[config.mk]
export PLATFORM = sky130hd
export DESIGN_NAME = int_controller_flat
export DESIGN_NICKNAME = d
export VERILOG_FILES = /design/src/rtl/int_controller_if.sv /design/src/rtl/int_controller.sv /design/src/flat_wrapper.sv
export SDC_FILE = /design/constraint.sdc
export NUM_CORES = 1
export LEC_CHECK = 0
export CAP_MARGIN = 20
export CORE_MARGIN = 3
export CORE_UTILIZATION = 48
export CTS_CLUSTER_SIZE = 25
export DETAILED_ROUTE_END_ITERATION = 7
export PLACE_DENSITY = 0.83
export SLEW_MARGIN = 20
export SYNTH_ARGS = -nofsm -noshare
export SYNTH_HDL_FRONTEND = slang
export SYNTH_SLANG_ARGS = --single-unit
[constraint.sdc]
create_clock -name clk -period 2.78 [get_ports clk]
set_input_delay 0.556 -clock clk [delete_from_list [all_inputs] [get_ports clk]]
set_output_delay 0.556 -clock clk [all_outputs]
set_load 0.005 [all_outputs]
[src/rtl/int_controller_if.sv]
// Signal bundle between the instruction decoder and the two-source interrupt controller.
// The master modport drives requests and configuration; the slave modport returns entry/vector/ack status.
interface int_controller_if;
  logic        i_irq_a;
  logic        i_irq_b;
  logic [5:0]  i_ct_control_code;
  logic [15:0] i_data;
  logic        i_inst_boundary;
  logic        i_lock;
  logic        i_iret;
  logic        o_interrupt;
  logic        o_pc_set;
  logic [15:0] o_addr;
  logic        o_ack_a;
  logic        o_ack_b;
  logic        o_busy;

  modport master (
    output i_irq_a, i_irq_b, i_ct_control_code, i_data,
    output i_inst_boundary, i_lock, i_iret,
    input  o_interrupt, o_pc_set, o_addr, o_ack_a, o_ack_b, o_busy
  );

  modport slave (
    input  i_irq_a, i_irq_b, i_ct_control_code, i_data,
    input  i_inst_boundary, i_lock, i_iret,
    output o_interrupt, o_pc_set, o_addr, o_ack_a, o_ack_b, o_busy
  );
endinterface

[src/rtl/int_controller.sv]
// Two-source interrupt controller for MACPU: edge-latched requests, programmable priority,
// instruction-boundary gated entry, and a single non-nesting handler level.
module int_controller #(
  parameter logic [15:0] VEC_A_DEFAULT = 16'h0010,
  parameter logic [15:0] VEC_B_DEFAULT = 16'h0020
) (
  input  logic            clk,
  input  logic            n_rst,
  int_controller_if.slave bus
);

  typedef enum logic [2:0] {
    ST_IDLE,
    ST_WAIT_BND,
    ST_INT_PULSE,
    ST_VECTOR,
    ST_SERVICE
  } state_t;

  state_t      state_q, state_d;
  logic        sel_q, sel_d;
  logic        en_a_q, en_b_q, prio_q;
  logic [15:0] vec_a_q, vec_b_q;
  logic [1:0]  irq_q, pend_q, pend_d;
  logic [1:0]  irq_now, en_now, rise, clr;
  logic        cfg_strobe;
  logic [1:0]  vec_op;
  logic        winner_b;
  logic        int_pulse, pc_set, ack_a, ack_b, busy;
  logic [15:0] addr;

  assign irq_now    = {bus.i_irq_b, bus.i_irq_a};
  assign en_now     = {en_b_q, en_a_q};
  assign cfg_strobe = bus.i_ct_control_code[3];
  assign vec_op     = bus.i_ct_control_code[5:4];
  // B wins when it is the only request, or when both are pending and B has priority.
  assign winner_b   = pend_q[1] & (~pend_q[0] | prio_q);

  // Index 0 is source A, index 1 is source B; a new edge outranks any clear.
  genvar gi;
  generate
    for (gi = 0; gi < 2; gi++) begin : g_src
      assign rise[gi]   = irq_now[gi] & ~irq_q[gi] & en_now[gi];
      assign clr[gi]    = ((state_q == ST_INT_PULSE) && (sel_q == 1'(gi)))
                        || (cfg_strobe && !bus.i_ct_control_code[gi]);
      assign pend_d[gi] = rise[gi] | (pend_q[gi] & ~clr[gi]);
    end
  endgenerate

  always_ff @(posedge clk or negedge n_rst) begin
    if (!n_rst) begin
      state_q <= ST_IDLE;
      sel_q   <= 1'b0;
      irq_q   <= 2'b00;
      pend_q  <= 2'b00;
    end else begin
      state_q <= state_d;
      sel_q   <= sel_d;
      irq_q   <= irq_now;
      pend_q  <= pend_d;
    end
  end

  always_ff @(posedge clk or negedge n_rst) begin
    if (!n_rst) begin
      en_a_q  <= 1'b0;
      en_b_q  <= 1'b0;
      prio_q  <= 1'b0;
      vec_a_q <= VEC_A_DEFAULT;
      vec_b_q <= VEC_B_DEFAULT;
    end else begin
      if (cfg_strobe) begin
        en_a_q <= bus.i_ct_control_code[0];
        en_b_q <= bus.i_ct_control_code[1];
        prio_q <= bus.i_ct_control_code[2];
      end
      case (vec_op)
        2'd1: vec_a_q <= bus.i_data;
        2'd2: vec_b_q <= bus.i_data;
        2'd3: begin
          vec_a_q <= VEC_A_DEFAULT;
          vec_b_q <= VEC_B_DEFAULT;
        end
        default: ;
      endcase
    end
  end

  always_comb begin
    state_d   = state_q;
    sel_d     = sel_q;
    int_pulse = 1'b0;
    pc_set    = 1'b0;
    addr      = 16'h0000;
    ack_a     = 1'b0;
    ack_b     = 1'b0;
    busy      = 1'b0;
    case (state_q)
      ST_IDLE: begin
        if (|pend_q) state_d = ST_WAIT_BND;
      end
      ST_WAIT_BND: begin
        if (~|pend_q) begin
          state_d = ST_IDLE;
        end else if (bus.i_inst_boundary && !bus.i_lock) begin
          sel_d   = winner_b;
          state_d = ST_INT_PULSE;
        end
      end
      ST_INT_PULSE: begin
        int_pulse = 1'b1;
        ack_a     = ~sel_q;
        ack_b     = sel_q;
        state_d   = ST_VECTOR;
      end
      ST_VECTOR: begin
        pc_set  = 1'b1;
        addr    = sel_q ? vec_b_q : vec_a_q;
        state_d = ST_SERVICE;
      end
      ST_SERVICE: begin
        busy = 1'b1;
        if (bus.i_iret) state_d = ST_IDLE;
      end
      default: state_d = ST_IDLE;
    endcase
  end

  assign bus.o_interrupt = int_pulse;
  assign bus.o_pc_set    = pc_set;
  assign bus.o_addr      = addr;
  assign bus.o_ack_a     = ack_a;
  assign bus.o_ack_b     = ack_b;
  assign bus.o_busy      = busy;

endmodule

[src/flat_wrapper.sv]
// flat-port wrapper written by rule: the top's interface ports become plain ports
module int_controller_flat 
#(
  parameter logic [15:0] VEC_A_DEFAULT = 16'h0010,
  parameter logic [15:0] VEC_B_DEFAULT = 16'h0020
)
  (clk, n_rst, bus_i_irq_a, bus_i_irq_b, bus_i_ct_control_code, bus_i_data, bus_i_inst_boundary, bus_i_lock, bus_i_iret, bus_o_interrupt, bus_o_pc_set, bus_o_addr, bus_o_ack_a, bus_o_ack_b, bus_o_busy);
  int_controller_if bus_i ();
  input  logic clk;
  input  logic n_rst;
  input wire logic [$bits(bus_i.i_irq_a)-1:0] bus_i_irq_a;
  input wire logic [$bits(bus_i.i_irq_b)-1:0] bus_i_irq_b;
  input wire logic [$bits(bus_i.i_ct_control_code)-1:0] bus_i_ct_control_code;
  input wire logic [$bits(bus_i.i_data)-1:0] bus_i_data;
  input wire logic [$bits(bus_i.i_inst_boundary)-1:0] bus_i_inst_boundary;
  input wire logic [$bits(bus_i.i_lock)-1:0] bus_i_lock;
  input wire logic [$bits(bus_i.i_iret)-1:0] bus_i_iret;
  output wire logic [$bits(bus_i.o_interrupt)-1:0] bus_o_interrupt;
  output wire logic [$bits(bus_i.o_pc_set)-1:0] bus_o_pc_set;
  output wire logic [$bits(bus_i.o_addr)-1:0] bus_o_addr;
  output wire logic [$bits(bus_i.o_ack_a)-1:0] bus_o_ack_a;
  output wire logic [$bits(bus_i.o_ack_b)-1:0] bus_o_ack_b;
  output wire logic [$bits(bus_i.o_busy)-1:0] bus_o_busy;
  assign bus_i.i_irq_a = bus_i_irq_a;
  assign bus_i.i_irq_b = bus_i_irq_b;
  assign bus_i.i_ct_control_code = bus_i_ct_control_code;
  assign bus_i.i_data = bus_i_data;
  assign bus_i.i_inst_boundary = bus_i_inst_boundary;
  assign bus_i.i_lock = bus_i_lock;
  assign bus_i.i_iret = bus_i_iret;
  assign bus_o_interrupt = bus_i.o_interrupt;
  assign bus_o_pc_set = bus_i.o_pc_set;
  assign bus_o_addr = bus_i.o_addr;
  assign bus_o_ack_a = bus_i.o_ack_a;
  assign bus_o_ack_b = bus_i.o_ack_b;
  assign bus_o_busy = bus_i.o_busy;
  int_controller #(.VEC_A_DEFAULT(VEC_A_DEFAULT), .VEC_B_DEFAULT(VEC_B_DEFAULT)) u_core (.clk(clk), .n_rst(n_rst), .bus(bus_i));
endmodule
==> impl_results.md <==
* CTS root buffer: clkbuf_8
* Clk sink count at 43
* Diodes inserted at 0
* Syn nets at about 250
* Die height at 70.9 µm
* Reg2reg end: u_core.sel_q
* Biggest area consumer among synthesized cells: dfrtp_1
* Commonest cells post-synth: 41 x dfrtp_1, 36 x inv_1, 23 x o21ai_0, 22 x nand2_1, 22 x nor2_1
* Setup TNS at 0 ns
* Worst Clk Skew at 0.00552 ns
* Avg Inst Size Synth at 9.36 µm²
* Core Region at 3850 µm²
* Total Power at 1.48 mW
* Post-CTS setup buffers at 0
* Vias in the first global route at 1,496
* WS Path Type: reg2out
* Fin. Hold Viols at 0
* Gr usage total at 0.177
* RePlAce Congestion at 0.754
* Reg2reg start: u_core.state_q[2]
* Die Area at 5020 µm²
* Detailed Place HPWL at 2890 µm
* VDD IR max at about 0.27 mV
* Initial Util at 0.524
* Synthesized flop and latch total at 43
* Fin crit period at 2.51 ns
* Yosys warnings at 0
* Largest net degree at the start of global routing at 44
* Clk pin slew, worst setup/hold paths at approximately 0.080 ns
* Pin slew with the least headroom to its limit at around 0.93 ns
* Final WL at about 4200 µm
* CP Launch Type: register
* Synth unique cells at 24
* Post-Syn Instances at 216
* NumNets Final at 295
* Layout area overhead at 30.7%
* Crit path DAT at 1.95 ns
* WP data required at 2.22 ns
* CTS tree: yes
* Worst Path Max Fanout at 5
* Wire per inst at roughly 13 µm
* Ys async rst share at 1.00
* Input/output buffers at 49
* Hold Path Class: in2async
* Setup crit end kind: output pin
* Die Wd at 70.9 µm
* Share of cells above drive strength 1 at 0.0712
* Post-synthesis sequential area ratio at 0.534
* Leak pwr at 1.24 nW
* Final setup vio count at 0
* Maximum clock path buffer count at 2
* Final Max Slew Viols at 0
* Vias at approximately 1,600
* Synth Cell Area at 2020 µm²
* ANT nets after route at 0
* RSZ-0062 raised after global routing: false
* Floorplan row count at 22
* First-pass GRT wire length at 7040 µm
* Pwr/cell area at 559 nW/µm²
* Outcome: finished, final reports clean
* Global route overflow at 0
* Post-DR vias/cell at 5.06
* Top-count cell post-synth: dfrtp_1
* Hold buffers post-CTS at 0
* Period utilization at 0.901
* Post-synth top area share at 0.508
* H-Tree Depth at 2
* Max Cap Viol at 0
* IO Pins at 50
* Reg2Reg Setup Slack at roughly 1.3 ns
* DRC violations left at 0
* Worst-Skew Late Latency at 0.29 ns
* Largest cells by area after synthesis: dfrtp_1 51%, mux2i_1 7.9%, inv_1 6.7%
* Total CTS buffers at 5
* Number of cells on the worst reg-to-reg path at 3
* TritonRoute pass-1 iters at 4
* Post-synth EDFFs at 0
* Initial antenna violation count at 0
* Max frequency at approximately 400 MHz
* Most common flop cell mapped by yosys: dfrtp_1
* Drt initial violations at 99
* Number of gates resized after CTS at 0
* Slew headroom at 0.379
-- kinds of logic after synthesis --
kind of cell / Yosys count / share of synthesized area
mux: 19 / 0.0960
buf+inv: 47 / 0.0885
flops: 43 / 0.534
compound gates: 41 / 0.114
simple gates: 66 / 0.168
-- per-layer routing --
layer	up-vias	global-route usage	part of all wire
met4	0	0.0626	0.020
met5	-	0	0
met3	7	0.0440	0.058
met2	45	0.268	0.47
li1	804	-	-
met1	739	0.248	0.45
-- worst max-delay path, stage by stage (launching register included) --
cell and delay [ns]:
dfrtp_1 0.42, or3b_2 0.52, inv_1 0.08, and2_1 0.14, clkdlybuf4s50_1 0.50
-- flip-flops by register name, indices dropped and copies added (netlist names) --
register	flops
u_core.vec_a_q	16
u_core.pend_q	2
u_core.state_q	3
u_core.vec_b_q	16
u_core.sel_q	1
u_core.en_a_q	1
u_core.prio_q	1
u_core.en_b_q	1
u_core.irq_q	2
-- per-stage QoR --
step | instance area (µm²) | hold slack [ns] | setup WS (ns) | utilization | instances
after global routing | 2640 | 0.431 | 0.168 | 0.685 | 315
after floorplan | 2020 | 0.260 | 1.13 | - | 216
after CTS | 2640 | 0.418 | 0.262 | 0.685 | 315
after global placement | 2560 | 0.403 | 0.610 | 0.664 | 307
after detailed placement | 2560 | 0.407 | 0.587 | 0.664 | 307
final | 2640 | 0.400 | 0.275 | 0.685 | 315
-- layout by cell type, fill, tap and decap left out, types with 3 or more instances in the layout --
cell type,netlist,final
clkdlybuf4s50_1,0,48
dfrtp_1,41,41
inv_1,36,36
o21ai_0,23,23
nor2_1,22,22
nand2_1,22,22
mux2i_1,16,16
o22ai_1,13,13
nand3b_1,12,12
clkbuf_8,0,5
buf_4,0,5
nor2b_1,3,3
mux2_2,3,3
-- where the power goes --
part           total, mW  internal (mW)  switching (mW)  leakage [nW]
registers          0.758          0.696          0.0620         0.543
logic              0.348          0.193           0.155         0.656
clock network      0.371          0.176           0.195        0.0422
total               1.48           1.07           0.412          1.24
-- area by class of cell --
class / instances / area [µm²]
fillers: 307 / 1210
repair buffers: 54 / 523
well taps: 48 / 60.1
clock inverters: 1 / 5.00
inverters: 36 / 135
clock buffers: 7 / 76.3
flip-flops and latches: 43 / 1080
multi-input cells: 126 / 763
-- how the worst max path moves through the flow --
stage / cells after the start / slack [ns] / from / endpoint
floorplan: 3 / 1.13 / u_core.state_q[2] / bus_o_ack_b
global placement: 4 / 0.61 / u_core.state_q[2] / bus_o_ack_b
detailed placement: 4 / 0.59 / u_core.state_q[2] / bus_o_ack_b
CTS: 4 / 0.26 / u_core.state_q[2] / bus_o_ack_b
global route: 4 / 0.17 / u_core.state_q[2] / bus_o_ack_b
finish: 4 / 0.27 / u_core.state_q[2] / bus_o_ack_b
(Power assumes the default switching activity.)
